===== config.mk =====
export PLATFORM = sky130hd
export DESIGN_NAME = debug_hart_ctrl_flat
export DESIGN_NICKNAME = d
export VERILOG_FILES = /design/src/rtl/debug_hart_ctrl_if.sv /design/src/rtl/debug_hart_ctrl.sv /design/src/flat_wrapper.sv
export SDC_FILE = /design/constraint.sdc
export NUM_CORES = 1
export LEC_CHECK = 0
export BUFFER_PORTS_ARGS = -buffer_cell sky130_fd_sc_hd__buf_2
export CORE_ASPECT_RATIO = 0.75
export CORE_UTILIZATION = 58
export DETAILED_ROUTE_END_ITERATION = 8
export GPL_TIMING_DRIVEN = 0
export PLACE_DENSITY = 0.91
export SKIP_CTS_REPAIR_TIMING = 1
export SLEW_MARGIN = 10
export SYNTH_ARGS = -nofsm -noshare
export SYNTH_HDL_FRONTEND = slang
export SYNTH_SLANG_ARGS = --single-unit

===== constraint.sdc =====
create_clock -name PCLK -period 5.08 [get_ports PCLK]
set_input_delay 0.508 -clock PCLK [delete_from_list [all_inputs] [get_ports PCLK]]
set_output_delay 0.508 -clock PCLK [all_outputs]
set_load 0.01 [all_outputs]

===== src/rtl/debug_hart_ctrl_if.sv =====
// debug_hart_ctrl_if
//   APB completer bus used by debug_hart_ctrl.
//   Signals:
//     PSEL, PENABLE, PWRITE : transfer control (requester -> completer)
//     PADDR[4:0]            : byte address
//     PWDATA[7:0]           : write data
//     PRDATA[7:0]           : read data (completer -> requester)
//     PREADY                : transfer ready (completer -> requester)
//     PSLVERR               : unmapped-access error (completer -> requester)
//   Modports: master (debugger interconnect side), slave (register block side).
`timescale 1ns/1ps
interface debug_hart_ctrl_if;
  logic       PSEL;
  logic       PENABLE;
  logic       PWRITE;
  logic [4:0] PADDR;
  logic [7:0] PWDATA;
  logic [7:0] PRDATA;
  logic       PREADY;
  logic       PSLVERR;

  modport master (
    output PSEL, PENABLE, PWRITE, PADDR, PWDATA,
    input  PRDATA, PREADY, PSLVERR
  );

  modport slave (
    input  PSEL, PENABLE, PWRITE, PADDR, PWDATA,
    output PRDATA, PREADY, PSLVERR
  );
endinterface


===== src/rtl/debug_hart_ctrl.sv =====
// debug_hart_ctrl
//   APB debug control/status register block for NUM_HARTS harts: per-hart
//   halt requests, single-step masking windows, timed reset pulses and
//   sticky halt-event flags with an optional interrupt.
//
//   Optional feature macro: DEBUG_HART_IRQ_EN
//     defined   : IRQEN register at 0x07, registered IRQ = |(EVENT & IRQEN)
//     undefined : 0x07 reads 0 and ignores writes, IRQ tied low
//
//   Ports:
//     PCLK          in   clock, rising edge
//     PRESETn       in   asynchronous active-low reset
//     apb           --   APB completer (debug_hart_ctrl_if.slave)
//     DEBUG_REQUEST out  per-hart halt request (masked during a step window)
//     DEBUG_ACK     in   per-hart request acknowledge
//     RESET_REQUEST out  per-hart reset pulse
//     HALTED        in   per-hart halted status, synchronous to PCLK
//     IRQ           out  halt-event interrupt
//
//   Register map: 0x00 HALTREQ (RW, write toggles), 0x01 STEP (WO),
//   0x02 RESET (WO), 0x03 STATUS (RO), 0x04 ACK (RO), 0x05 EVENT (W1C),
//   0x06 ID (RO), 0x07 IRQEN (RW, optional). 0x08..0x1F raise PSLVERR.
`timescale 1ns/1ps
module debug_hart_ctrl #(
  parameter int NUM_HARTS    = 2,
  parameter int RESET_CYCLES = 3,
  parameter int STEP_CYCLES  = 7
) (
  input  logic                 PCLK,
  input  logic                 PRESETn,
  debug_hart_ctrl_if.slave     apb,
  output logic [NUM_HARTS-1:0] DEBUG_REQUEST,
  input  logic [NUM_HARTS-1:0] DEBUG_ACK,
  output logic [NUM_HARTS-1:0] RESET_REQUEST,
  input  logic [NUM_HARTS-1:0] HALTED,
  output logic                 IRQ
);

  localparam logic [4:0] A_HALTREQ = 5'h00;
  localparam logic [4:0] A_STEP    = 5'h01;
  localparam logic [4:0] A_RESET   = 5'h02;
  localparam logic [4:0] A_STATUS  = 5'h03;
  localparam logic [4:0] A_ACK     = 5'h04;
  localparam logic [4:0] A_EVENT   = 5'h05;
  localparam logic [4:0] A_ID      = 5'h06;
  localparam logic [4:0] A_IRQEN   = 5'h07;

  localparam logic [7:0] STEP_LOAD  = 8'(STEP_CYCLES);
  localparam logic [7:0] RESET_LOAD = 8'(RESET_CYCLES);

  logic                      prev_enable_q;
  logic [NUM_HARTS-1:0]      halt_req_q, halt_req_d;
  logic [NUM_HARTS-1:0][7:0] step_cnt_q, step_cnt_d;
  logic [NUM_HARTS-1:0][7:0] rst_cnt_q, rst_cnt_d;
  logic [NUM_HARTS-1:0]      event_q, event_d;
  logic [NUM_HARTS-1:0]      halted_q;

  logic                 access, addr_err, commit;
  logic [NUM_HARTS-1:0] wdata;
  logic                 wr_halt, wr_step, wr_reset, wr_event;
  logic [7:0]           rdata;
  logic                 unused_wdata;

  // Bits of PWDATA above NUM_HARTS have no register behind them.
  assign unused_wdata = ^apb.PWDATA;

  assign access   = apb.PSEL & apb.PENABLE;
  assign addr_err = (apb.PADDR > A_IRQEN);
  // prev_enable_q suppresses repeat commits while PENABLE is held high.
  assign commit   = access & apb.PWRITE & ~prev_enable_q & ~addr_err;
  assign wdata    = apb.PWDATA[NUM_HARTS-1:0];

  assign wr_halt  = commit & (apb.PADDR == A_HALTREQ);
  assign wr_step  = commit & (apb.PADDR == A_STEP);
  assign wr_reset = commit & (apb.PADDR == A_RESET);
  assign wr_event = commit & (apb.PADDR == A_EVENT);

`ifdef DEBUG_HART_IRQ_EN
  logic [NUM_HARTS-1:0] irqen_q;
  logic                 irq_q;
  logic                 wr_irqen;

  assign wr_irqen = commit & (apb.PADDR == A_IRQEN);

  always_ff @(posedge PCLK or negedge PRESETn) begin
    if (!PRESETn) begin
      irqen_q <= '0;
      irq_q   <= 1'b0;
    end else begin
      if (wr_irqen) irqen_q <= wdata;
      irq_q <= |(event_q & irqen_q);
    end
  end

  assign IRQ = irq_q;
`else
  assign IRQ = 1'b0;
`endif

  always_comb begin
    halt_req_d = halt_req_q;
    if (wr_halt) halt_req_d = halt_req_q ^ wdata;

    // A new rising edge of HALTED beats a simultaneous W1C on the same bit.
    event_d = event_q;
    if (wr_event) event_d = event_q & ~wdata;
    event_d = event_d | (HALTED & ~halted_q);

    // Down-counters saturate at zero; a command reloads rather than adds.
    for (int i = 0; i < NUM_HARTS; i++) begin
      step_cnt_d[i] = (step_cnt_q[i] != 8'd0) ? step_cnt_q[i] - 8'd1 : 8'd0;
      rst_cnt_d[i]  = (rst_cnt_q[i]  != 8'd0) ? rst_cnt_q[i]  - 8'd1 : 8'd0;
      if (wr_step  && wdata[i]) step_cnt_d[i] = STEP_LOAD;
      if (wr_reset && wdata[i]) rst_cnt_d[i]  = RESET_LOAD;
    end
  end

  always_ff @(posedge PCLK or negedge PRESETn) begin
    if (!PRESETn) begin
      prev_enable_q <= 1'b0;
      halt_req_q    <= '1;
      step_cnt_q    <= '0;
      rst_cnt_q     <= '0;
      event_q       <= '0;
      halted_q      <= '0;
    end else begin
      prev_enable_q <= apb.PENABLE;
      halt_req_q    <= halt_req_d;
      step_cnt_q    <= step_cnt_d;
      rst_cnt_q     <= rst_cnt_d;
      event_q       <= event_d;
      halted_q      <= HALTED;
    end
  end

  always_comb begin
    for (int i = 0; i < NUM_HARTS; i++) begin
      DEBUG_REQUEST[i] = halt_req_q[i] & (step_cnt_q[i] == 8'd0);
      RESET_REQUEST[i] = (rst_cnt_q[i] != 8'd0);
    end
  end

  // Read mux: unmapped and write-only addresses return zero.
  always_comb begin
    rdata = '0;
    case (apb.PADDR)
      A_HALTREQ: rdata[NUM_HARTS-1:0] = halt_req_q;
      A_STATUS:  rdata[NUM_HARTS-1:0] = HALTED;
      A_ACK:     rdata[NUM_HARTS-1:0] = DEBUG_ACK;
      A_EVENT:   rdata[NUM_HARTS-1:0] = event_q;
      A_ID:      rdata = {3'(NUM_HARTS - 1), 5'h02};
`ifdef DEBUG_HART_IRQ_EN
      A_IRQEN:   rdata[NUM_HARTS-1:0] = irqen_q;
`endif
      default:   rdata = '0;
    endcase
  end

  assign apb.PRDATA  = rdata;
  assign apb.PREADY  = 1'b1;
  assign apb.PSLVERR = access & addr_err;

endmodule


===== src/flat_wrapper.sv =====
// flat-port wrapper written by rule: the top's interface ports become plain ports
module debug_hart_ctrl_flat 
#(
  parameter int NUM_HARTS    = 2,
  parameter int RESET_CYCLES = 3,
  parameter int STEP_CYCLES  = 7
)
  (PCLK, PRESETn, DEBUG_REQUEST, DEBUG_ACK, RESET_REQUEST, HALTED, IRQ, apb_PSEL, apb_PENABLE, apb_PWRITE, apb_PADDR, apb_PWDATA, apb_PRDATA, apb_PREADY, apb_PSLVERR);
  debug_hart_ctrl_if apb_i ();
  input  logic PCLK;
  input  logic PRESETn;
  output logic [NUM_HARTS-1:0] DEBUG_REQUEST;
  input  logic [NUM_HARTS-1:0] DEBUG_ACK;
  output logic [NUM_HARTS-1:0] RESET_REQUEST;
  input  logic [NUM_HARTS-1:0] HALTED;
  output logic IRQ;
  input wire logic [$bits(apb_i.PSEL)-1:0] apb_PSEL;
  input wire logic [$bits(apb_i.PENABLE)-1:0] apb_PENABLE;
  input wire logic [$bits(apb_i.PWRITE)-1:0] apb_PWRITE;
  input wire logic [$bits(apb_i.PADDR)-1:0] apb_PADDR;
  input wire logic [$bits(apb_i.PWDATA)-1:0] apb_PWDATA;
  output wire logic [$bits(apb_i.PRDATA)-1:0] apb_PRDATA;
  output wire logic [$bits(apb_i.PREADY)-1:0] apb_PREADY;
  output wire logic [$bits(apb_i.PSLVERR)-1:0] apb_PSLVERR;
  assign apb_i.PSEL = apb_PSEL;
  assign apb_i.PENABLE = apb_PENABLE;
  assign apb_i.PWRITE = apb_PWRITE;
  assign apb_i.PADDR = apb_PADDR;
  assign apb_i.PWDATA = apb_PWDATA;
  assign apb_PRDATA = apb_i.PRDATA;
  assign apb_PREADY = apb_i.PREADY;
  assign apb_PSLVERR = apb_i.PSLVERR;
  debug_hart_ctrl #(.NUM_HARTS(NUM_HARTS), .RESET_CYCLES(RESET_CYCLES), .STEP_CYCLES(STEP_CYCLES)) u_core (.PCLK(PCLK), .PRESETn(PRESETn), .apb(apb_i), .DEBUG_REQUEST(DEBUG_REQUEST), .DEBUG_ACK(DEBUG_ACK), .RESET_REQUEST(RESET_REQUEST), .HALTED(HALTED), .IRQ(IRQ));
endmodule

==> flow_metrics.tcl <==
set metrics [dict create \
    outcome "complete, no violations" \
    final_hold_viol_count 0 \
    grt_pass1_vias 1426 \
    cts-htree-levels 2 \
    vias 1501 \
    hold_slack_ns 0.314 \
    cp_slowest_stage_delay_ns 0.50 \
    critPathCaptureType "primary output" \
    wl_per_cell_microns 13.6 \
    dp_hpwl_microns 2730 \
    dieWidth_microns 69.5 \
    crit_start "u_core.rst_cnt_q[8]" \
    cp_data_required_time_ns 4.57 \
    numCtsBuffers 5 \
    avgSynthCellArea_sq_um 9.86 \
    synth_cell_types 37 \
    cp_slowest_cell "or3b_2" \
    syn-instance-count 201 \
    area_growth_pct 13.2 \
    synth_compound_area_frac 0.0713 \
    layout_commonest_cell "dfrtp_1" \
    slew_headroom 0.444 \
    cts_tree "done" \
    yosys.area.top_type "dfrtp_1" \
    insertion_delay_ns 0.29 \
    rsz0062_at_grt "no" \
    synth_xor_xnor_area_share 0.0972 \
    dr.pass1.iters 4 \
    drv_slew 0 \
    criticalPathCategory "flip-flop to primary output" \
    period_minus_slack_ns 2.54 \
    start_util 0.643 \
    fin_skew_ns 0.00344 \
    ctsRootBufferMaster "clkbuf_8" \
    drtIter0Drc 86 \
    antenna_found_initial 0 \
    cp_cell_sequence "inv_1, ha_1, or3b_2, nor3_1, inv_1, buf_2" \
    netlist.area_leader.share 0.467 \
    routabilityCongestion 0.852 \
    antennaDiodeCount 0 \
    synthMuxAreaShare 0.0114 \
    core_region_area_sq_um 3080 \
    ys_seq_area_frac 0.494 \
    ys_top_cells_by_area "dfrtp_1 47%, nor2_1 6.1%, xnor2_1 5.7%" \
    vias_per_cell 5.46 \
    ir_drop_mv 0.272 \
    place_area_sq_um 2160 \
    cp_max_fo 4 \
    synth_seq_cells 39 \
    ant_nets 0 \
    dp.cells 267 \
    grt_first_pass_wirelength_microns 6440 \
    routed_wl_microns 3740 \
    stdcell_count 275 \
    dp_slack_ns 2.89 \
    cts_max_path_buffers 2 \
    synth_adder_area_share 0.0379 \
    layout_common_cells "37 x dfrtp_1, 32 x nor2_1, 23 x buf_2" \
    finalSetupViolCount 0 \
    worstSetupStartpointType "flip-flop" \
    maxCapViolations 0 \
    yosys.area_share.simple 0.230 \
    utilization 0.727 \
    grt_max_degree 40 \
    io_pins 37 \
    hold_path_class "input pin to async pin" \
    setup_tns_ns 0 \
    layout_setup_ws_ns 2.54 \
    synth_top_family_by_area "simple AND/OR/NAND/NOR gates" \
    drive_gt1_frac 0.194 \
    worstPathArrival_ns 2.03 \
    path_common_cell "inv_1" \
    p_total_mw 1.13 \
    port_buffers 23 \
    yosysWarnings 0 \
    clkTransAtPathRegs_ns 0.07 \
    clkSinkCount 39 \
    grt_use_total 0.238 \
    netlist_area_sq_um 1980 \
    worstReg2RegStart "u_core.rst_cnt_q[8]" \
    post-route-drc-count 0 \
    worst_pin_slew_ns 0.834 \
    overflow 0 \
    power_density_nw_per_um2 504 \
    rows 17 \
    fp.dieArea_sq_um 3660 \
    fmax_mhz 394 \
    die_h_microns 52.6 \
    final_nets 264 \
    fin_crit_sh 0.499 \
    design_area_sq_um 2240 \
    p_leak_nw 1.02 \
]
-- worst max-delay path: cells and delay by family (launching register included) --
kind	cells	cell delay (ns)
buffers and inverters	3	0.32
AND/OR/NAND/NOR	2	0.84
flip-flops	1	0.41
adder cells (fa/ha/maj)	1	0.17
-- worst paths after layout --
kind | to | slack (ns) | depth (start not counted)
setup / recovery | RESET_REQUEST[1] | 2.54 | 6
hold / removal | u_core.rst_cnt_q[4] | 0.31 | 1
setup reg to reg | u_core.rst_cnt_q[10] | 3.13 | 7
hold reg to reg | u_core.event_q[0] | 0.42 | 1
max in group asynchronous | u_core.rst_cnt_q[7] | 4.25 | 1
min in group PCLK | u_core.prev_enable_q | 0.34 | 1
-- cell usage after synthesis --
| cell | n |
|---|---|
| dfrtp_1 | 37 |
| clkbuf_1 | 1 |
| or4_4 | 2 |
| and4b_1 | 1 |
| nor3_1 | 6 |
| o21ai_0 | 16 |
| nor2_1 | 32 |
| a21boi_0 | 2 |
| nand2b_1 | 2 |
| or3_1 | 2 |
| nor4_1 | 3 |
| nor3b_1 | 3 |
| and2_1 | 3 |
| nand4_1 | 4 |
| and3_1 | 1 |
| nand4b_1 | 1 |
| xor2_1 | 9 |
| buf_4 | 7 |
| inv_1 | 14 |
| nor4b_4 | 1 |
| or2b_2 | 1 |
| a21oi_1 | 3 |
| o31ai_1 | 2 |
| or3b_2 | 1 |
| nor4_2 | 2 |
| nand2_1 | 12 |
| xnor2_1 | 13 |
| ha_1 | 6 |
| conb_1 | 2 |
| nor2b_1 | 1 |
| a22oi_1 | 1 |
| mux2_2 | 2 |
| dfstp_2 | 2 |
| nand3_1 | 3 |
| nand3b_1 | 1 |
| a221oi_1 | 1 |
| or4_1 | 1 |
-- logic make-up after synthesis --
family | count (synthesis)
AO/OA/AOI/OAI | 25
XOR/XNOR | 22
adder cells (fa/ha/maj) | 6
buffers and inverters | 22
flip-flops | 39
multiplexers | 2
other | 2
AND/OR/NAND/NOR | 83
-- report_power, final --
part	total [mW]	switching, mW	internal (mW)
clock	0.203	0.105	0.0976
combinational	0.363	0.182	0.180
sequential	0.564	0.127	0.437
total	1.13	0.415	0.715
-- registers in the layout, indices dropped and copies added, names as in the netlist --
name                  count
u_core.event_q            2
u_core.halt_req_q         2
u_core.halted_q           2
u_core.prev_enable_q      1
u_core.rst_cnt_q         16
u_core.step_cnt_q        16
-- layout make-up --
type | count | area, sq um
sequential | 39 | 978
timing repair buffer | 23 | 115
fill | 224 | 841
inverter | 14 | 52.6
clock buffer | 8 | 80.1
buffer | 8 | 56.3
tap | 38 | 47.5
multi-input combinational | 145 | 913
-- routing by layer --
layer | up-vias | wire [microns] | track usage
met5 | - | 0 | 0
met4 | 0 | 53 | 0.122
met3 | 9 | 159 | 0.0577
met2 | 56 | 1680 | 0.375
met1 | 700 | 1850 | 0.309
li1 | 736 | - | -
No activity file was read; power rests on OpenSTA's default activity.
